File: src/rtl/spi_cmd_sequencer.sv
// SPI mode-0 master: one 32-bit command word -> one CS-framed transfer (cmd, addr, data), MSB first.
// Accept -> cs_n low on the next cycle; ready only in IDLE, held words wait until the previous frame's GAP ends.
module spi_cmd_sequencer (
    input  logic        pclk_i,
    input  logic        prst_i,
    input  logic [31:0] cmd_data_i,
    input  logic        cmd_vld_i,
    output logic        cmd_rdy_o,
    input  logic [7:0]  clk_div_i,
    output logic        spi_sclk_o,
    output logic        spi_cs_n_o,
    output logic        spi_mosi_o,
    input  logic        spi_miso_i,
    output logic [31:0] rx_data_o,
    output logic        rx_vld_o,
    output logic        busy_o,
    output logic        eot_o
);
    typedef enum logic [1:0] {S_IDLE, S_SHIFT, S_HOLD, S_GAP} state_t;

    state_t      r_state, w_next;
    logic [7:0]  r_h, r_cnt;
    logic [5:0]  r_bits_left, r_n;
    logic        r_rd;
    logic [23:0] r_tx;
    logic [31:0] r_rx_sh, r_rx_data;
    logic        r_sclk, r_cs_n, r_mosi, r_rdy, r_busy, r_eot, r_rx_vld;

    logic        w_accept, w_half_done, w_rise, w_fall, w_last_bit, w_hold_exit, w_data_phase;
    logic        w_wr;
    logic [7:0]  w_len, w_h;
    logic [5:0]  w_n;
    logic [15:0] w_wdata_al;
    logic [23:0] w_frame;

    always_ff @(posedge pclk_i or posedge prst_i) begin
        if (prst_i) r_state <= S_IDLE;
        else        r_state <= w_next;
    end

    always_comb begin
        w_next = r_state;
        case (r_state)
            S_IDLE:  if (w_accept) w_next = S_SHIFT;
            S_SHIFT: if (w_fall && w_last_bit) w_next = S_HOLD;
            S_HOLD:  if (w_half_done) w_next = S_GAP;
            S_GAP:   if (w_half_done) w_next = S_IDLE;
            default: w_next = S_IDLE;
        endcase
    end

    always_comb begin
        w_accept     = cmd_vld_i & r_rdy;
        w_half_done  = (r_cnt == r_h - 8'd1);
        w_rise       = (r_state == S_SHIFT) & ~r_sclk & w_half_done;
        w_fall       = (r_state == S_SHIFT) &  r_sclk & w_half_done;
        w_last_bit   = (r_bits_left == 6'd1);
        w_hold_exit  = (r_state == S_HOLD) & w_half_done;
        // Bits remaining counts down through the frame; the last N of them are data.
        w_data_phase = (r_bits_left <= r_n);
        w_wr         = cmd_data_i[31];
        w_len        = cmd_data_i[23:16];
        w_h          = (clk_div_i == 8'd0) ? 8'd1 : clk_div_i;
        if (w_wr) w_n = (w_len > 8'd16) ? 6'd16 : w_len[5:0];
        else      w_n = (w_len > 8'd32) ? 6'd32 : w_len[5:0];
        w_wdata_al = cmd_data_i[15:0] << (5'd16 - w_n[4:0]);
        w_frame    = {cmd_data_i[31:24], w_wr ? w_wdata_al : 16'h0000};
    end

    always_ff @(posedge pclk_i or posedge prst_i) begin
        if (prst_i) begin
            r_h         <= 8'd1;
            r_cnt       <= 8'd0;
            r_bits_left <= 6'd0;
            r_n         <= 6'd0;
            r_rd        <= 1'b0;
            r_tx        <= 24'd0;
            r_rx_sh     <= 32'd0;
            r_rx_data   <= 32'd0;
            r_sclk      <= 1'b0;
            r_cs_n      <= 1'b1;
            r_mosi      <= 1'b0;
            r_rdy       <= 1'b0;
            r_busy      <= 1'b0;
            r_eot       <= 1'b0;
            r_rx_vld    <= 1'b0;
        end else begin
            r_rdy    <= (w_next == S_IDLE);
            r_eot    <= w_hold_exit;
            r_rx_vld <= w_hold_exit & r_rd;

            if (w_accept)   r_busy <= 1'b1;
            else if (r_eot) r_busy <= 1'b0;

            if (r_state == S_IDLE || w_half_done) r_cnt <= 8'd0;
            else                                   r_cnt <= r_cnt + 8'd1;

            if (w_accept) begin
                r_h         <= w_h;
                r_rd        <= ~w_wr;
                r_n         <= w_n;
                r_bits_left <= 6'd8 + w_n;
                r_mosi      <= w_frame[23];
                r_tx        <= {w_frame[22:0], 1'b0};
                r_rx_sh     <= 32'd0;
                r_cs_n      <= 1'b0;
                r_sclk      <= 1'b0;
            end

            if (w_rise) begin
                r_sclk <= 1'b1;
                if (r_rd && w_data_phase) r_rx_sh <= {r_rx_sh[30:0], spi_miso_i};
            end

            if (w_fall) begin
                r_sclk <= 1'b0;
                if (w_last_bit) begin
                    r_mosi <= 1'b0;
                end else begin
                    r_mosi      <= r_tx[23];
                    r_tx        <= {r_tx[22:0], 1'b0};
                    r_bits_left <= r_bits_left - 6'd1;
                end
            end

            if (w_hold_exit) begin
                r_cs_n <= 1'b1;
                if (r_rd) r_rx_data <= r_rx_sh;
            end
        end
    end

    assign cmd_rdy_o  = r_rdy;
    assign spi_sclk_o = r_sclk;
    assign spi_cs_n_o = r_cs_n;
    assign spi_mosi_o = r_mosi;
    assign rx_data_o  = r_rx_data;
    assign rx_vld_o   = r_rx_vld;
    assign busy_o     = r_busy;
    assign eot_o      = r_eot;
endmodule

File: config.mk
export PLATFORM = sky130hd
export DESIGN_NAME = spi_cmd_sequencer
export DESIGN_NICKNAME = d
export VERILOG_FILES = /design/src/rtl/spi_cmd_sequencer.sv
export SDC_FILE = /design/constraint.sdc
export NUM_CORES = 1
export LEC_CHECK = 0
export ABC_AREA = 1
export BUFFER_PORTS_ARGS = -buffer_cell sky130_fd_sc_hd__buf_2
export CAP_MARGIN = 15
export CORE_UTILIZATION = 53
export CTS_BUF_LIST = sky130_fd_sc_hd__clkbuf_16
export CTS_CLUSTER_SIZE = 12
export DETAILED_ROUTE_END_ITERATION = 16
export GPL_TIMING_DRIVEN = 0
export HOLD_SLACK_MARGIN = 0.08
export PLACE_DENSITY_LB_ADDON = 0.25
export SLEW_MARGIN = 15
export SYNTH_ARGS = -nofsm -noshare
export SYNTH_HDL_FRONTEND = slang
export SYNTH_SLANG_ARGS = --single-unit
File: constraint.sdc
create_clock -name pclk_i -period 4.4 [get_ports pclk_i]
set_input_delay 0.88 -clock pclk_i [delete_from_list [all_inputs] [get_ports pclk_i]]
set_output_delay 0.88 -clock pclk_i [all_outputs]
set_load 0.02 [all_outputs]
After elaboration in Yosys (flattened, before gate mapping)
Index checks and enable logic that the tools add are counted.
{"block": "totals", "register_bits": 126, "input_bits": 44, "out_inout_bits": 39, "word_cells": 79}
{"block": "op_classes", "addsub": 5, "order_cmp": 3, "eq_ne": 5, "shifts": 1, "mux": 29, "bitwise_logic": 9, "n_reduce_logical": 11}
{"operator": "$mux W32", "count": 3}
{"operator": "$mux W24", "count": 3}
{"operator": "$mux W6", "count": 6}
{"operator": "$mux W16", "count": 1}
{"operator": "$mux W8", "count": 2}
{"operator": "$shl A16 B5 Y16", "count": 1}
{"operator": "$mux W1", "count": 9}
{"operator": "$add A8 B1 Y8 const B", "count": 1}
{"operator": "$eq A8 B8 Y1", "count": 1}
{"operator": "$gt A8 B5 Y1 const B", "count": 1}
{"operator": "$gt A8 B6 Y1 const B", "count": 1}
{"operator": "$logic_not A8 Y1", "count": 1}
{"operator": "$mux W2", "count": 4}
{"operator": "$pmux W2 S4", "count": 1}
{"operator": "$sub A8 B1 Y8 const B", "count": 1}
{"operator": "$and A1 B1 Y1", "count": 7}
{"operator": "$add A4 B6 Y6 const A", "count": 1}
{"operator": "$eq A6 B1 Y1 const B", "count": 1}
{"operator": "$le A6 B6 Y1", "count": 1}
{"operator": "$reduce_bool A2 Y1", "count": 3}
{"operator": "$sub A6 B1 Y6 const B", "count": 1}
{"operator": "$sub A5 B5 Y5 const A", "count": 1}
{"operator": "$eq A2 B2 Y1 const B", "count": 2}
{"operator": "$logic_not A2 Y1", "count": 2}
{"operator": "6 further kinds", "count": 8}

Logic depth before layout (Yosys ltp)
Gate-level depths: netlist of run 1.
{"block": "logic_depth", "word_depth": 9, "depth_mapped": 20, "mapped_depth_nobuf": 17}

Worst setup path after synthesis of run 1
Ideal clock, no wire load.
{"block": "synth_timing", "path_type": "input-to-reg", "start": "input port cmd_data_i[22]", "end": "register r_tx[14]", "setup_ns": 0.113, "arrival_ns": 2.891, "t_required_ns": 4.287, "slack_ns": 1.396, "stages": 18, "path_buffers": 3, "cell_sequence": "nor2_1 > nand2_1 > inv_1 > nand2_1 > nand2_1 > buf_6 > buf_4 > nand2_1 > ha_1 > clkinv_1 > buf_1 > nand3_1 > nand3_1 > nand2_1 > nand2_1 > nand3_1 > nand2_1 > inv_1"}
{"block": "synth_via", "elab_chain_cells": 9, "word_cells_on_any_way": 11, "classes_between": "add/sub: 1; order compare: 2; shift: 1; mux: 7"}
{"element": "start: declaration", "line": "6", "text": "input logic [31:0] cmd_data_i,"}
{"element": "$gt A8 B6 Y1 / $gt A8 B5 Y1 (equally long branches)", "line": "65, 64"}
{"element": "$mux W6, on equally long branches", "line": "65, 64"}
{"element": "$mux W6 *", "line": "64", "text": "if (w_wr) w_n = (w_len > 8'd16) ? 6'd16 : w_len[5:0];"}
{"element": "$sub A5 B5 Y5 *", "line": "66", "text": "w_wdata_al = cmd_data_i[15:0] << (5'd16 - w_n[4:0]);"}
{"element": "$shl A16 B5 Y16 *", "line": "66"}
{"element": "$mux W16 *", "line": "67", "text": "w_frame = {cmd_data_i[31:24], w_wr ? w_wdata_al : 16'h0000};"}
{"element": "$mux W24 *", "line": "98", "text": "if (w_accept) begin"}
{"element": "$mux W24", "line": "117", "text": "if (w_last_bit) begin"}
{"element": "$mux W24 *", "line": "115", "text": "if (w_fall) begin"}
{"element": "end signal: assignment", "line": "104", "text": "r_tx <= {w_frame[22:0], 1'b0};"}
{"element": "end signal: assignment", "line": "121", "text": "r_tx <= {r_tx[22:0], 1'b0};"}
{"element": "end: declaration", "line": "25", "text": "logic [23:0] r_tx;"}
Every way passes the cells marked *; elsewhere a longest branch is shown, timed or not.
A chain may end at the register's enable or synchronous reset.

Worst setup path in the final report of run 1
{"block": "layout_timing", "start": "input port cmd_data_i[22]", "end": "register r_tx[15]"}
The elaborated chain is that of the path after synthesis.

==> summary.md, run 1 <==
| Metric | Value |
|---|---|
| Syn Area/Cell | 8.22 um2 |
| RSZ-0062 raised after global routing | no |
| Seq/Total Area, Yosys | 0.460 |
| Syn Nets | 891 |
| Power per cell area | about 440 nW/um2 |
| Fill cell count | 1,136 |
| Antenna cell count | 0 |
| TritonCTS Sinks | between 100 and 150 |
| Vias in the first global route | between 5,000 and 6,000 |
| Minimum clock period | approximately 3200 ps |
| Chip height | 116 um |
| Critical Path End Type | register |
| Ports | 83 |
| Count of cell types in the netlist | 45 |
| Crit Path Class | in -> reg |
| Core area | 12,600 um2 |
| Dpl hpwl | ~11,000 um |
| Tcrit/Tclk final | 0.722 |
| R2R cell count | 12 |
| Clock skew after layout | 5.36 ps |
| First-pass GRT wire length | approximately 26,000 um |
| Slew headroom | 0.556 |
| CTS clk-pin slew, worst paths | about 60 ps |
| Combinational power share | 0.217 |
| Worst-path fanout max | 10 |
| Leakage | 4.25 nW |
| Worst Hold Depth | 2 |
| Layout cells sized above 1 | 0.244 |
| Max incr delay on CP | ~390 ps |
| P&R area growth vs syn | 17.9% |
| Clk pwr share | 0.376 |
| Die Width | 116 um |
| Fin nets | 992 |
| Int Power | 2.48 mW |
| CP bufs+invs | 7 |
| R2R Path Start | r_h[0]$_DFFE_PP1P_ |
| Hold buffers post-CTS | 0 |
| Sequential Area | 3160 um2 |
| Hold path start | rx_data_o[25]$_DFFE_PP0P_ |
| WL per Instance | about 14 um |
| Clock root buffer | clkbuf_16 |
| Hold Path Class | reg -> reg |
| GRT Total Usage | 0.250 |
| Register-to-register setup slack | 2010 ps |
| Multi-input gate area | 3120 um2 |
| Hold EP | rx_data_o[25]$_DFFE_PP0P_ |
| #FFs+latches synth | 126 |
| NetSw | 1.11 mW |
| CTS Buf Count | 17 |
| Required time of the critical path | around 4700 ps |
| Post-synthesis cell count | 835 |
| Fmax | 315 MHz |
| Largest net degree at the start of global routing | 65 |
| Crit-path cells | buf_2, nor2_1, nand2_1, inv_1, nand2_1, nand2_1, buf_6, buf_4, nand2_1, ha_1, clkinv_1, buf_1, nand3_1, nand3_1, nand2_1, nand2_1, nand3_1, nand2_1, inv_1 |
| Worst hold slack | 480 ps |
| Slew of the pin with the lowest slew margin | 661 ps |
| Vias per cell | roughly 5.2 |
| Std cell rows | around 40 |
| CTS tree | yes |
| Skew-Pair Late Insertion Delay | 420 ps |
| # Post-CTS Setup Buffers | 0 |
| DR vias | 5,838 |
| Post-synth EDFFs | 0 |
| Async set or reset register ratio after synthesis | 1.00 |
| Dpl ws | roughly 840 ps |
| Total Die Area | 13,400 um2 |
| Top delay family on crit path | simple AND/OR/NAND/NOR gates |
| First drt pass iteration count | 5 |
| Initial antenna violation count | 0 |
| Final setup vio count | 0 |
| Final WS setup | 1220 ps |
| Max Cap Violations | 0 |
| DRC Markers | 0 |
| PortBufs | 81 |
| Crit path DAT | 3490 ps |
| Initial core utilization | 0.544 |
| Max-slew violation count | 0 |
| Routed Antenna Nets | 0 |
| 1st-iter DRT viols | about 380 |
| Final core utilization | 0.641 |
| Max clock buf depth | 2 |
| Sw Ratio | 0.310 |
| GR Overflow Total | 0 |
| Crit path launch type | input port |
| Worst vdd ir | between 150 and 200 uV |
| Drt total wl | 15,400 um |
| Post-Syn Area | about 6900 um2 |
| Yosys warning total | 0 |
| H-tree lvl count | 4 |
| Resize count post-CTS | 0 |
| GPL Wtd Cong | 0.950 |
| R2r endpoint | r_rx_sh[9]$_DFF_PP0_ |
| Status | complete, no violations |
| Primary FF master, synth | dfrtp_1 |
| Final hold violation count | 0 |
| Critical path depth in cells | 19 |
| Seq pwr share | 0.407 |
| Slowest-stage cell, CP | buf_1 |
| Worst path most repeated cell | nand2_1 |
layout by cell type, fill, tap and decap left out, types with 17 or more instances in the layout:
| cell type | netlist | final |
|---|---|---|
| o21ai_0 | 36 | 36 |
| buf_2 | 7 | 88 |
| nand3_1 | 91 | 91 |
| a21oi_1 | 29 | 29 |
| nand2_2 | 17 | 17 |
| inv_1 | 86 | 86 |
| clkbuf_16 | 0 | 17 |
| nor2_1 | 94 | 94 |
| o21ai_2 | 55 | 55 |
| dfrtp_1 | 124 | 124 |
| nand2_1 | 177 | 177 |
synth_stat cells (4+ instances only):
| cell type | instances | share of area |
|---|---|---|
| nand2_2 | 17 | 0.015 |
| o21ai_1 | 11 | 0.0080 |
| nor2_1 | 94 | 0.051 |
| dfrtp_1 | 124 | 0.45 |
| nand3_1 | 91 | 0.066 |
| buf_6 | 13 | 0.021 |
| xor2_1 | 7 | 0.0089 |
| a21oi_1 | 29 | 0.021 |
| ha_1 | 12 | 0.022 |
| buf_2 | 7 | 0.0051 |
| nor3_1 | 4 | 0.0029 |
| inv_1 | 86 | 0.047 |
| nand2_1 | 177 | 0.097 |
| xnor2_1 | 8 | 0.010 |
| mux2i_1 | 7 | 0.010 |
| o21ai_2 | 55 | 0.070 |
| nand4_1 | 4 | 0.0036 |
| o21ai_0 | 36 | 0.026 |
| nor2_4 | 4 | 0.0066 |
| or2_2 | 4 | 0.0036 |
| clkbuf_1 | 10 | 0.0055 |
worst reg2reg max path, cell delays in order, from the launching register on:
cell     delay (ps)
dfstp_2         540
inv_1            80
ha_1            260
nand4_1         130
xor2_1          150
nand2_1         100
nor2_4          170
nand2_4         100
nor3_4          180
nand3_4         200
buf_6           200
nand2_1         100
o21ai_2          70
layout make-up:
class	instances	area share
sequential	126	0.390
multi-input combinational	583	0.386
timing repair buffer	82	0.0535
clock buffer	17	0.0526
inverter	90	0.0425
buffer	36	0.0309
tap	172	0.0266
clock inverter	15	0.0182
state kept, by name, summed over array words and instances, names as in the netlist:
name / flops
r_state: 2
eot_o: 1
r_rx_sh: 32
rx_vld_o: 1
r_h: 8
r_bits_left: 6
r_tx: 24
r_cnt: 8
spi_cs_n_o: 1
r_rd: 1
rx_data_o: 32
spi_mosi_o: 1
cmd_rdy_o: 1
r_n: 6
busy_o: 1
spi_sclk_o: 1
cells by family after synthesis:
family,share of synthesized area
AND/OR/NAND/NOR,0.272
XOR/XNOR,0.0191
adder cells (fa/ha/maj),0.0219
flip-flops,0.460
multiplexers,0.0102
AO/OA/AOI/OAI,0.131
buffers and inverters,0.0858
power groups by stage:
| stage | Combinational, mW | Sequential, mW | Clock, mW |
|---|---|---|---|
| 2_1_floorplan | 0.620 | 1.46 | 0 |
| 3_3_place_gp | 0.747 | 1.47 | 0 |
| 3_5_place_dp | 0.773 | 1.48 | 0 |
| 4_1_cts | 0.788 | 1.46 | 1.37 |
| 5_1_grt | 0.897 | 1.48 | 1.42 |
| 6_report | 0.781 | 1.46 | 1.35 |
how the worst max path moves through the flow:
stage                         startpoint                 end  slack [ps]
after floorplan                   prst_i  busy_o$_DFFE_PP0P_         170
after global placement            prst_i  r_tx[19]$_DFF_PP0_       -1270
after detailed placement  cmd_data_i[22]  r_tx[15]$_DFF_PP0_         840
after CTS                 cmd_data_i[22]  r_tx[15]$_DFF_PP0_        1280
after global routing      cmd_data_i[22]  r_tx[15]$_DFF_PP0_         870
final                     cmd_data_i[22]  r_tx[15]$_DFF_PP0_        1220
through the flow:
step | total power [mW] | instance area [um2] | setup TNS, ps | cells
2_1_floorplan | 2.08 | 6870 | 0 | 835
3_3_place_gp | 2.22 | 7490 | -156310 | 1088
3_5_place_dp | 2.25 | 7520 | 0 | 1089
4_1_cts | 3.62 | 8090 | 0 | 1121
5_1_grt | 3.80 | 8090 | 0 | 1121
6_report | 3.60 | 8090 | 0 | 1121
metal layers:
metal / part of all wire / routed length, um / track usage
met1: 0.45 / 6910 / 0.317
met2: 0.49 / 7590 / 0.421
met3: 0.037 / 566 / 0.0418
met4: 0.023 / 361 / 0.107
met5: 0 / 0 / 0
Power figures use the tool's default switching activity.
==> inputs of run 2 (changes only) <==
--- a/config.mk
+++ b/config.mk
@@ -8,7 +8,7 @@
 export ABC_AREA = 1
 export BUFFER_PORTS_ARGS = -buffer_cell sky130_fd_sc_hd__buf_2
 export CAP_MARGIN = 15
-export CORE_UTILIZATION = 53
+export CORE_UTILIZATION = 59
 export CTS_BUF_LIST = sky130_fd_sc_hd__clkbuf_16
 export CTS_CLUSTER_SIZE = 12
 export DETAILED_ROUTE_END_ITERATION = 16
==> constraint.sdc (replaced) <==
create_clock -name pclk_i -period 3.1 [get_ports pclk_i]
set_input_delay 0.62 -clock pclk_i [delete_from_list [all_inputs] [get_ports pclk_i]]
set_output_delay 0.62 -clock pclk_i [all_outputs]
set_load 0.02 [all_outputs]
==> summary.md, run 2 (synthesis gave the netlist of run 1 again) <==
| Metric | Value |
|---|---|
| Required time of the critical path | 3410 ps (-1300 ps) |
| CTS clk-pin slew, worst paths | 50 ps (about the same) |
| Critical Path End Type | register |
| Clock root buffer | clkbuf_16 |
| P&R area growth vs syn | 18.3% |
| Crit-path cells | buf_2, nor2_1, nand2_1, inv_1, nand2_1, nand2_1, buf_6, buf_4, nand2_1, ha_1, clkbuf_1, nand3_1, nand3_1, nand2_1, nand2_1, nand3_1, nand2_1, inv_1 |
| Final hold violation count | 0 (unchanged) |
| RSZ-0062 raised after global routing | no |
| Dpl ws | -260 ps (-1100 ps) |
| Dpl hpwl | 11,000 um (+2.8%) |
| DRC Markers | 0 (unchanged) |
| Ports | 83 (unchanged) |
| Worst vdd ir | 654 uV (+270%) |
| GRT Total Usage | 0.275 (+0.0250) |
| Vias per cell | 5.36 (+2.9%) |
| Crit Path Class | in -> reg |
| Fmax | ~350 MHz |
| Power per cell area | 643 nW/um2 (+45%) |
| Slew headroom | 0.546 (-0.0100) |
| 1st-iter DRT viols | 330 (-13%) |
| Fin cells | 1,094 (-2.4%) |
| CTS Buf Count | 17 (unchanged) |
| CP bufs+invs | 6 (-1) |
| Std cell rows | 39 (-4.9%) |
| Crit path launch type | input port |
| Total Die Area | 12,100 um2 (-10%) |
| Sequential Area | 3160 um2 (unchanged) |
| Vias in the first global route | 5,587 (+0.49%) |
| Initial core utilization | 0.604 (+0.0598) |
| Status | complete, no violations |
| H-tree lvl count | 4 (unchanged) |
| Clock skew after layout | 8.61 ps (+3.25 ps) |
| WL per Instance | 13.9 um (+1.0%) |
| Leakage | 4.30 nW (+0.99%) |
| Drt total wl | 15,200 um (-1.4%) |
| Final setup vio count | 0 (unchanged) |
| Routed Antenna Nets | 0 (unchanged) |
| Most frequent cells in the layout | nand2_1 (177), dfrtp_1 (124), nor2_1 (94) |
| Slowest-stage cell, CP | ha_1 |
| CTS tree | yes |
| Worst path most repeated cell | nand2_1 |
| Inst Count DP | 1,062 (-2.5%) |
| Crit path DAT | 3160 ps (-330 ps) |
| TritonCTS Sinks | 126 (unchanged) |
| Final WS setup | 243 ps (-980 ps) |
| Total negative slack | 0 ps (unchanged) |
| Placement Cell Area | 7510 um2 (about the same) |
| Initial antenna violation count | 0 (unchanged) |
| Minimum clock period | 2860 ps |
| Largest net degree at the start of global routing | 36 (-45%) |
| Worst-path fanout max | 10 (unchanged) |
| Max clock buf depth | 2 (unchanged) |
| Die Width | 110 um (-5.1%) |
| Chip height | 110 um (-5.1%) |
| Tcrit/Tclk final | 0.921 |
| Slew of the pin with the lowest slew margin | 681 ps (+19.5 ps) |
| Layout cells sized above 1 | 0.245 (+0.000537) |
| First drt pass iteration count | 5 (unchanged) |
| Commonest non-fill, non-tap cell in the layout | nand2_1 |
| GPL Wtd Cong | 0.888 (-6.5%) |
| PortBufs | 81 (unchanged) |
| Fin nets | 994 (+0.20%) |
| DR vias | 5,865 (+0.46%) |
| Hold Path Class | in -> async |
| Antenna cell count | 0 (unchanged) |
| Max incr delay on CP | 410 ps (+20 ps) |
| GR Overflow Total | 0 (unchanged) |
| Multi-input gate area | 3120 um2 (unchanged) |
| Core area | 11,400 um2 (-9.9%) |
| Final core utilization | 0.714 (+0.0729) |
| Fill cell count | 907 (-20%) |
| Skew-Pair Late Insertion Delay | 420 ps (about the same) |
| Post-route cell area | 8120 um2 (+0.34%) |
| First-pass GRT wire length | 25,300 um (-2.5%) |
| Top delay family on crit path | simple AND/OR/NAND/NOR gates |
| # Post-CTS Setup Buffers | 0 (unchanged) |
| Max-slew violation count | 0 (unchanged) |
| Max Cap Violations | 0 (unchanged) |
run 2: where the power goes:
| group | internal (mW) | switching, mW | total (mW) | leakage [nW] |
|---|---|---|---|---|
| Sequential | 1.92 | 0.156 | 2.07 | 1.58 |
| Combinational | 0.437 | 0.684 | 1.12 | 2.42 |
| Clock | 1.33 | 0.705 | 2.03 | 0.300 |
run 2: final cells by class:
cell class | instances | area share
Inverter | 90 | 0.0422
Clock buffer | 17 | 0.0524
Tap cell | 143 | 0.0220
Multi-Input combinational cell | 583 | 0.384
Timing Repair Buffer | 84 | 0.0573
Sequential cell | 126 | 0.389
Clock inverter | 15 | 0.0220
Buffer | 36 | 0.0310
run 2: what timing repair did:
action / 4_1_cts / 5_1_grt
setup endpoints to repair: 0 / 6
hold buffers: 0 / 0
resized for setup: 0 / 2
run 2: metal layers:
layer	vias up	routed length, um	track usage	part of all wire
met1	2765	6610	0.333	0.44
met5	-	0	0	0
met2	161	7500	0.470	0.49
li1	2903	-	-	-
met4	0	416	0.121	0.027
met3	36	668	0.0581	0.044
run 2: path summary, 6_finish.rpt:
check                                          start                         to  slack (ps)  depth (start not counted)
min reg2reg                rx_data_o[18]$_DFFE_PP0P_  rx_data_o[18]$_DFFE_PP0P_         470                          2
min                                           prst_i         r_h[6]$_DFFE_PP0P_         300                          2
max in group asynchronous                     prst_i     spi_cs_n_o$_DFFE_PP1P_        1940                          4
max                                   cmd_data_i[22]         r_tx[16]$_DFF_PP0_         240                         18
max reg2reg                       r_h[0]$_DFFE_PP1P_      r_rx_sh[25]$_DFF_PP0_         720                         12
min in group pclk_i                     clk_div_i[7]         r_h[7]$_DFFE_PP0P_         430                          3
run 2: metrics by stage:
stage               hold slack [ps]  power (mW)
floorplan                       445        2.95
global placement                461        3.15
detailed placement              464        3.20
finish                          298        5.22
global route                    355        5.50
CTS                             311        5.24
